--- src/rtl/cpu_pkg.sv ---
// cpu_pkg: register-file widths and the packed write-back entry shared by the write-back slice
package cpu_pkg;
  localparam int REG_ADDR_W = 5;
  localparam int DATA_W = 32;
  localparam int REG_COUNT = 32;
  typedef struct packed {
    logic [REG_ADDR_W-1:0] address;
    logic [DATA_W-1:0]     data;
  } wb_entry_t;
endpackage

--- src/rtl/writeback_fifo.sv ---
// writeback_fifo: DEPTH-entry circular FIFO of wb_entry_t buffering long-latency results
// Ports: clock, reset (async active-low), push/push_entry, pop/head (show-ahead), count (occupancy).
module writeback_fifo
  import cpu_pkg::*;
#(
  parameter int DEPTH = 4,
  localparam int PTR_W = $clog2(DEPTH)
) (
  input  logic           clock,
  input  logic           reset,
  input  logic           push,
  input  wb_entry_t      push_entry,
  input  logic           pop,
  output wb_entry_t      head,
  output logic [PTR_W:0] count
);
  wb_entry_t mem [DEPTH];
  logic [PTR_W-1:0] rd_ptr, wr_ptr;
  assign head = mem[rd_ptr];
  always_ff @(posedge clock or negedge reset)
    if (!reset) begin
      rd_ptr <= '0;
      wr_ptr <= '0;
      count  <= '0;
    end else begin
      if (push) wr_ptr <= wr_ptr + 1'b1;
      if (pop) rd_ptr <= rd_ptr + 1'b1;
      count <= count + {{PTR_W{1'b0}}, push} - {{PTR_W{1'b0}}, pop};
    end
  always_ff @(posedge clock)
    if (push) mem[wr_ptr] <= push_entry;
endmodule

--- src/rtl/register_writeback.sv ---
// register_writeback: sole register-file write port, merging pipeline results with buffered long-latency results
// Ports: clock, reset (async active-low); alu_* pipeline result (always accepted); long_* result with long_ready;
//   write_enable/write_address/write_data registered to the register file; stall_request asks upstream to idle
//   the pipeline so the FIFO drains; fifo_count is the FIFO occupancy.
// Option REGISTER_WRITEBACK_PENDING_EN adds claim_valid/claim_address and the pending outstanding-result mask.
module register_writeback
  import cpu_pkg::*;
#(
  parameter int DEPTH = 4,
  parameter int STARVE_LIMIT = 3,
  localparam int CNT_W = $clog2(DEPTH) + 1,
  localparam int STARVE_W = $clog2(STARVE_LIMIT + 1)
) (
  input  logic                  clock,
  input  logic                  reset,
  input  logic                  alu_valid,
  input  logic [REG_ADDR_W-1:0] alu_address,
  input  logic [DATA_W-1:0]     alu_data,
  input  logic                  long_valid,
  output logic                  long_ready,
  input  logic [REG_ADDR_W-1:0] long_address,
  input  logic [DATA_W-1:0]     long_data,
  output logic                  write_enable,
  output logic [REG_ADDR_W-1:0] write_address,
  output logic [DATA_W-1:0]     write_data,
  output logic                  stall_request,
`ifdef REGISTER_WRITEBACK_PENDING_EN
  input  logic                  claim_valid,
  input  logic [REG_ADDR_W-1:0] claim_address,
  output logic [REG_COUNT-1:0]  pending,
`endif
  output logic [CNT_W-1:0]      fifo_count
);
  wb_entry_t head;
  logic alu_issue, fifo_empty, push, pop;
  logic [STARVE_W-1:0] starve;
  assign long_ready = fifo_count != CNT_W'(DEPTH);
  assign fifo_empty = fifo_count == '0;
  assign alu_issue = alu_valid && alu_address != '0;
  // writes to r0 are still consumed so the producer is not held up
  assign push = long_valid && long_ready && long_address != '0;
  assign pop = !alu_issue && !fifo_empty;
  writeback_fifo #(.DEPTH(DEPTH)) u_fifo (
    .clock,
    .reset,
    .push,
    .push_entry({long_address, long_data}),
    .pop,
    .head,
    .count(fifo_count)
  );
  always_ff @(posedge clock or negedge reset)
    if (!reset) begin
      write_enable  <= 1'b0;
      write_address <= '0;
      write_data    <= '0;
      stall_request <= 1'b0;
      starve        <= '0;
    end else begin
      write_enable <= alu_issue || pop;
      if (alu_issue) begin
        write_address <= alu_address;
        write_data    <= alu_data;
      end else if (pop) begin
        write_address <= head.address;
        write_data    <= head.data;
      end
      starve <= (fifo_empty || pop) ? '0 : (starve == STARVE_W'(STARVE_LIMIT) ? starve : starve + 1'b1);
      // once raised, the stall holds until the FIFO has been seen empty
      stall_request <= fifo_empty ? 1'b0 : (stall_request || starve == STARVE_W'(STARVE_LIMIT));
    end
`ifdef REGISTER_WRITEBACK_PENDING_EN
  logic [REG_COUNT-1:0] set_mask, clr_mask;
  always_comb begin
    set_mask = '0;
    clr_mask = '0;
    if (claim_valid) set_mask[claim_address] = 1'b1;
    if (pop) clr_mask[head.address] = 1'b1;
  end
  // set applied after clear so a same-edge claim wins; bit 0 forced low
  always_ff @(posedge clock or negedge reset)
    if (!reset) pending <= '0;
    else pending <= ((pending & ~clr_mask) | set_mask) & {{(REG_COUNT-1){1'b1}}, 1'b0};
`endif
endmodule
--- config.mk ---
export PLATFORM = sky130hd
export DESIGN_NAME = register_writeback
export DESIGN_NICKNAME = d
export VERILOG_FILES = /design/src/rtl/cpu_pkg.sv /design/src/rtl/writeback_fifo.sv /design/src/rtl/register_writeback.sv
export SDC_FILE = /design/constraint.sdc
export NUM_CORES = 1
export LEC_CHECK = 0
export BUFFER_PORTS_ARGS = -buffer_cell sky130_fd_sc_hd__buf_2
export CORE_MARGIN = 2
export CORE_UTILIZATION = 45
export CTS_CLUSTER_DIAMETER = 60
export CTS_CLUSTER_SIZE = 10
export DETAILED_ROUTE_END_ITERATION = 7
export GPL_TIMING_DRIVEN = 0
export PLACE_DENSITY = 0.66
export SLEW_MARGIN = 30
export SYNTH_ARGS = -nofsm -noshare
export SYNTH_HDL_FRONTEND = slang
export SYNTH_SLANG_ARGS = --single-unit
--- constraint.sdc ---
create_clock -name clock -period 5.6 [get_ports clock]
set_input_delay 0.56 -clock clock [delete_from_list [all_inputs] [get_ports clock]]
set_output_delay 0.56 -clock clock [all_outputs]
set_load 0.02 [all_outputs]
==> metrics, run 1 <==
status complete, no violations; HP Class in -> async; Pins Over Slew Limit 0; Core Footprint roughly 17000 µm²; die area 17900 µm²; Final Setup Violations 0; RSZ-0062 raised after global routing false; Finished Layout Cells ~800; pwr/cell area 516 nW/µm²; synthesized flop and latch total 196; Cell variety after synth 26; Seq pwr share 44.4%; CTS tree built; total iterations of the first detailed-routing run 5; number of global-route vias before repair 4590; fillers 1324; cts bufs inserted 17; Final Cell Area around 9000 µm²; Post-synth top cells 148 x edfxtp_1, 73 x nand2_1, 48 x dfrtp_1; Fmax 371 MHz; Yosys Warn Count 0; synth top area cells edfxtp_1 59%, dfrtp_1 16%, mux4_2 11%; sequential area share after synthesis 74.6%; die width 134 µm; RR Endpoint u_fifo.count[2]; critical path endpoint category register; CTS root buf clkbuf_16; detailed placement HPWL around 10 mm; Clock Sinks 196; NumNets Final 668; initial antenna violation count 2; RR Startpoint u_fifo.count[1]; row count 47; Post-Synthesis Cells 443; Pint 3.18 mW; clock power share around 25%; Final Hold Viols 0; Post-synth ARST share 24.5%; initial core utilization between 40 and 50%; fraction of layout cells with a size suffix above 1 34.8%; crit path time final ~2.7 ns; Static Leak 3.40 nW; Post-synth EDFFs 148; final period utilization around half; Peak VDD IR 0.310 mV; dominant synthesized flop cell edfxtp_1; skew final 0.0117 ns; global-route wire length before repair 24.6 mm; Net Sw Frac 31.7%; Total GRT Usage 18.7%; Die Ht 134 µm; Residual DRC 0; dpl cells a little under 800; Via-to-Cell Ratio 5.24; max-cap violations 0; clk_lat worst skew 0.43 ns; worst endpoint required time 5.95 ns; Comb pwr share between 30% and 40%; DR vias 4284; GPL Wtd Cong approximately 0.8; reg2reg setup slack 2.90 ns; Top Ports 121; CP max FO 10; Total Wirelength 16.1 mm; Syn-to-layout area delta 19.2%; maximum buffer depth of the clock tree 2; Slew @ Worst Pin between 0.8 and 0.9 ns; Slew HR approximately 45%; Final ANT Viol Nets 0; Setup CP Type reg -> reg; input/output buffers 120; Initial DRC Count 341; synthesized area 7570 µm²; H-tree Lvls 4; setup TNS 0 ns; Mean Syn Cell Area about 17 µm²; WP data arrival 3.05 ns; startpoint types register; syn nets 529; share of the synthesized area in the top cell type between 50 and 60%; Reg2Reg Depth 9; most common cell in the netlist edfxtp_1; largest net degree at the start of global routing a little under 50; placed cell area about 8500 µm²; WL/cell 19.7 µm; Remaining Overflow, GRT 0; post-cts sizing count 0; clock-pin slew on the worst setup and hold paths 0.07 ns; cts hold-fix bufs 0; Psw 1.47 mW; area leader, netlist edfxtp_1; setup repair bufs after CTS 0
-- cells by family (layout without fill, tap and decap cells) --
logic type / Yosys count / count (layout) / synth area share (%)
fa+ha+maj: 8 / 8 / 1.42
compound gates: 39 / 39 / 3.47
other cells: 0 / 2 / 0
flops: 196 / 196 / 74.6
xor+xnor: 6 / 6 / 0.694
simple gates: 125 / 125 / 6.66
mux: 39 / 39 / 11.3
buf+inv: 30 / 182 / 1.90
-- metrics by stage --
step                      util [%]  hold WS, ns  power, mW  worst slack [ns]
final                         54.6        0.174       4.65              2.90
after global routing          54.6        0.217       4.89              2.75
after CTS                     54.6        0.191       4.72              2.87
after detailed placement      51.2        0.491       3.58              2.76
after global placement        51.1        0.472       3.53              2.46
after floorplan                  -        0.264       3.09              3.08
-- area by class of cell --
class | instances | area (µm²) | share of cell area (%)
inverter | 6 | 22.5 | 0.250
tap | 220 | 275 | 3.05
multi-input combinational | 217 | 1790 | 19.9
clock inverter | 8 | 76.3 | 0.846
sequential | 196 | 5650 | 62.6
timing repair buffer | 120 | 603 | 6.68
clock buffer | 24 | 482 | 5.34
antenna | 2 | 5.00 | 0.0555
buffer | 24 | 121 | 1.35
-- routing by layer --
metal | global-route usage [%] | wire length (µm) | up-vias
met5 | 0 | 0 | -
met4 | 7.92 | 395 | 0
met3 | 5.37 | 832 | 28
met2 | 31.8 | 8490 | 123
met1 | 22.5 | 6370 | 2169
li1 | - | - | 1964
-- state kept, by name (all words and copies together), names as in the netlist --
register       cells
write_address      5
u_fifo.mem       148
u_fifo.rd_ptr      2
write_enable       1
u_fifo.count       3
write_data        32
starve             2
u_fifo.wr_ptr      2
stall_request      1
-- power groups by stage --
stage	clock, mW	combinational (mW)	sequential (mW)
floorplan	0	0.855	2.23
global placement	0	1.44	2.09
detailed placement	0	1.48	2.10
CTS	1.16	1.48	2.07
global route	1.21	1.58	2.10
finish	1.14	1.44	2.07
-- worst max-delay path by stage --
stage                     depth (start not counted)       startpoint                 to
after detailed placement                         10   alu_address[3]    u_fifo.count[2]
after floorplan                                   9   alu_address[3]    u_fifo.count[2]
final                                             9  u_fifo.count[1]    u_fifo.count[2]
after global placement                            4  long_address[0]  u_fifo.mem[2][23]
after CTS                                         9  u_fifo.count[1]    u_fifo.count[2]
after global routing                              9  u_fifo.count[0]    u_fifo.count[2]
-- cells in the final DEF (no fill, tap or decap), types with 3 or more instances in the layout --
cell,instances
a31oi_1,35
and2_4,4
buf_2,129
buf_4,6
clkbuf_1,12
clkbuf_16,17
clkbuf_8,3
clkinv_2,3
clkinvlp_4,3
dfrtp_1,48
edfxtp_1,148
ha_1,7
inv_1,6
mux4_2,37
nand2_1,73
nand3_1,4
nor2_1,37
nor3_1,3
xnor2_1,4
-- worst max-delay path, stage by stage (launching register included) --
cell and delay [ns]:
dfrtp_1 0.40, or3_1 0.42, clkbuf_1 0.29, and2_1 0.26, ha_1 0.27, inv_1 0.04
ha_1 0.19, fa_1 0.39, xnor2_1 0.20, xnor2_1 0.14
No activity file was read; power rests on OpenSTA's default activity.
==> run 2, diff against run 1 <==
==> constraint.sdc (replaced) <==
create_clock -name clock -period 2.8 [get_ports clock]
set_input_delay 0.28 -clock clock [delete_from_list [all_inputs] [get_ports clock]]
set_output_delay 0.28 -clock clock [all_outputs]
set_load 0.02 [all_outputs]
==> metrics, run 2 (same netlist as run 1, synthesis figures left out) <==
stages on the worst setup path 8; HP Class in -> reg; startpoint types register; final period utilization 93.4%; critical path endpoint category register; pwr/cell area 1030 nW/µm²; Setup CP Type reg -> reg; CTS root buf clkbuf_16; clk_lat worst skew 0.43 ns; commonest cells after routing, fill and taps aside 148 x edfxtp_1, 129 x buf_2, 73 x nand2_1; CTS tree built; reg2reg setup slack 0.19 ns; RSZ-0062 raised after global routing false; Seq pwr share 44.4%; setup repair bufs after CTS 0; Clock Sinks 196; Initial DRC Count 329; Psw 2.95 mW; Final Hold Viols 0; skew final 0.0113 ns; status complete, no violations; total iterations of the first detailed-routing run 5; clock power share 24.5%; cts bufs inserted 17; Crit path max-delay family simple AND/OR/NAND/NOR gates; Slew HR around 48%; Syn-to-layout area delta 19.3%; detailed placement HPWL between 10 and 15 mm; crit path launch u_fifo.count[1]; area of the multi-input gates around 1800 µm²; fillers 1323; CP max FO 12; Remaining Overflow, GRT 0; biggest regs u_fifo.mem (148), write_data (32), write_address (5); dpl cells 783; RR Startpoint u_fifo.count[1]; Finished Layout Cells 817; largest register by flop count u_fifo.mem; Via-to-Cell Ratio 5.27; GPL Wtd Cong 0.783; Total Wirelength 16.1 mm; Static Leak 3.40 nW; commonest non-fill, non-tap cell in the layout edfxtp_1; crit path time final 2.61 ns; initial core utilization 45.8%; Pint 6.36 mW; WP data arrival 2.97 ns; Final ANT Viol Nets 0; number of global-route vias before repair 4609; WP buf/inv 1; global-route wire length before repair ~25 mm; initial antenna violation count 2; largest net degree at the start of global routing a little under 50; Net Sw Frac 31.7%; cell-by-cell trace of the critical path or3_1 -> and2_1 -> ha_1 -> inv_1 -> ha_1 -> fa_1 -> xnor2_1 -> xnor2_1; Slew @ Worst Pin 0.774 ns; maximum buffer depth of the clock tree 2; slowest stage delay, CP roughly 0.62 ns; Comb pwr share 31.0%; Residual DRC 0; NumNets Final 668; fraction of layout cells with a size suffix above 1 34.8%; Final Setup Violations 0; Reg2Reg Depth 8; Sequential cell area 5650 µm²; worst endpoint required time roughly 3.2 ns; WL/cell between 15 and 20 µm; die width 134 µm; Fmax approximately 380 MHz; H-tree Lvls 4; Top Ports about 120; input/output buffers between 100 and 150; clock-pin slew on the worst setup and hold paths about 0.06 ns; row count 47; max-cap violations 0; crit path max-delay cell type or3_1; Die Ht 134 µm; RR Endpoint u_fifo.count[2]; die area ~18000 µm²; Pins Over Slew Limit 0; worst setup path end u_fifo.count[2]; Final Util 54.6%; DR vias 4306; flip-flop count of the largest register after layout between 100 and 150; Total GRT Usage a little under a fifth; Core Footprint between 15000 and 20000 µm²; Peak VDD IR 0.593 mV
==> run 2: changes by cell type in the layout (fill, tap and decap cells not counted), sizes merged <==
cell,delta
clkbuf,-1
dlygate4sd3,+1
==> run 2: timing repair <==
action	CTS	global route
hold buffers	1	0
endpoints found under the hold margin	48	0
setup endpoints to repair	0	1
gates resized for setup	0	0
==> run 2: how the worst min path moves through the flow <==
stage | from | to | slack, ns | cells past startpoint
6_report | long_data[31] | u_fifo.mem[0][31] | 0.07 | 1
5_1_grt | long_data[30] | u_fifo.mem[3][30] | 0.05 | 1
4_1_cts | long_data[31] | u_fifo.mem[2][31] | 0.05 | 1
3_5_place_dp | reset | write_data[29] | 0.37 | 1
3_3_place_gp | stall_request | stall_request | 0.47 | 2
2_1_floorplan | reset | stall_request | -0.02 | 0
==> run 2: per-stage QoR <==
stage,setup WS [ns],power [mW],cell area (µm²),hold WS [ns],setup TNS (ns)
4_1_cts,0.0716,9.44,9030,0.0521,0
6_report,0.186,9.31,9030,0.0655,0
3_5_place_dp,0.0882,7.16,8460,0.369,0
3_3_place_gp,-0.110,7.05,8450,0.472,-13.99
5_1_grt,0.0533,9.78,9030,0.0540,0
2_1_floorplan,0.332,6.17,7570,-0.0156,0
==> run 2: layer usage <==
layer  track usage [%]  part of all wire, %
met5                 0                    0
met3              5.25                  4.8
met4              7.92                  2.5
met2              31.9                   53
met1              22.7                   40
==> run 2: power groups by stage <==
stage	clock network (mW)	registers (mW)	logic, mW
detailed placement	0	4.20	2.96
floorplan	0	4.46	1.71
CTS	2.33	4.14	2.97
global route	2.41	4.20	3.17
finish	2.29	4.14	2.89
global placement	0	4.18	2.88
==> run 2: layout make-up <==
type	instances	share of cell area, %
Antenna cell	2	0.0554
Clock buffer	24	5.34
Clock inverter	8	0.845
Timing Repair Buffer	121	6.79
Sequential cell	196	62.5
Buffer	23	1.30
Tap cell	220	3.05
Multi-Input combinational cell	217	19.8
Inverter	6	0.249
==> run 2: worst register-to-register path, stage by stage, from the launching register on <==
cell	delay [ns]
dfrtp_1	0.40
or3_1	0.62
and2_1	0.28
ha_1	0.28
inv_1	0.04
ha_1	0.19
fa_1	0.40
xnor2_1	0.20
xnor2_1	0.14
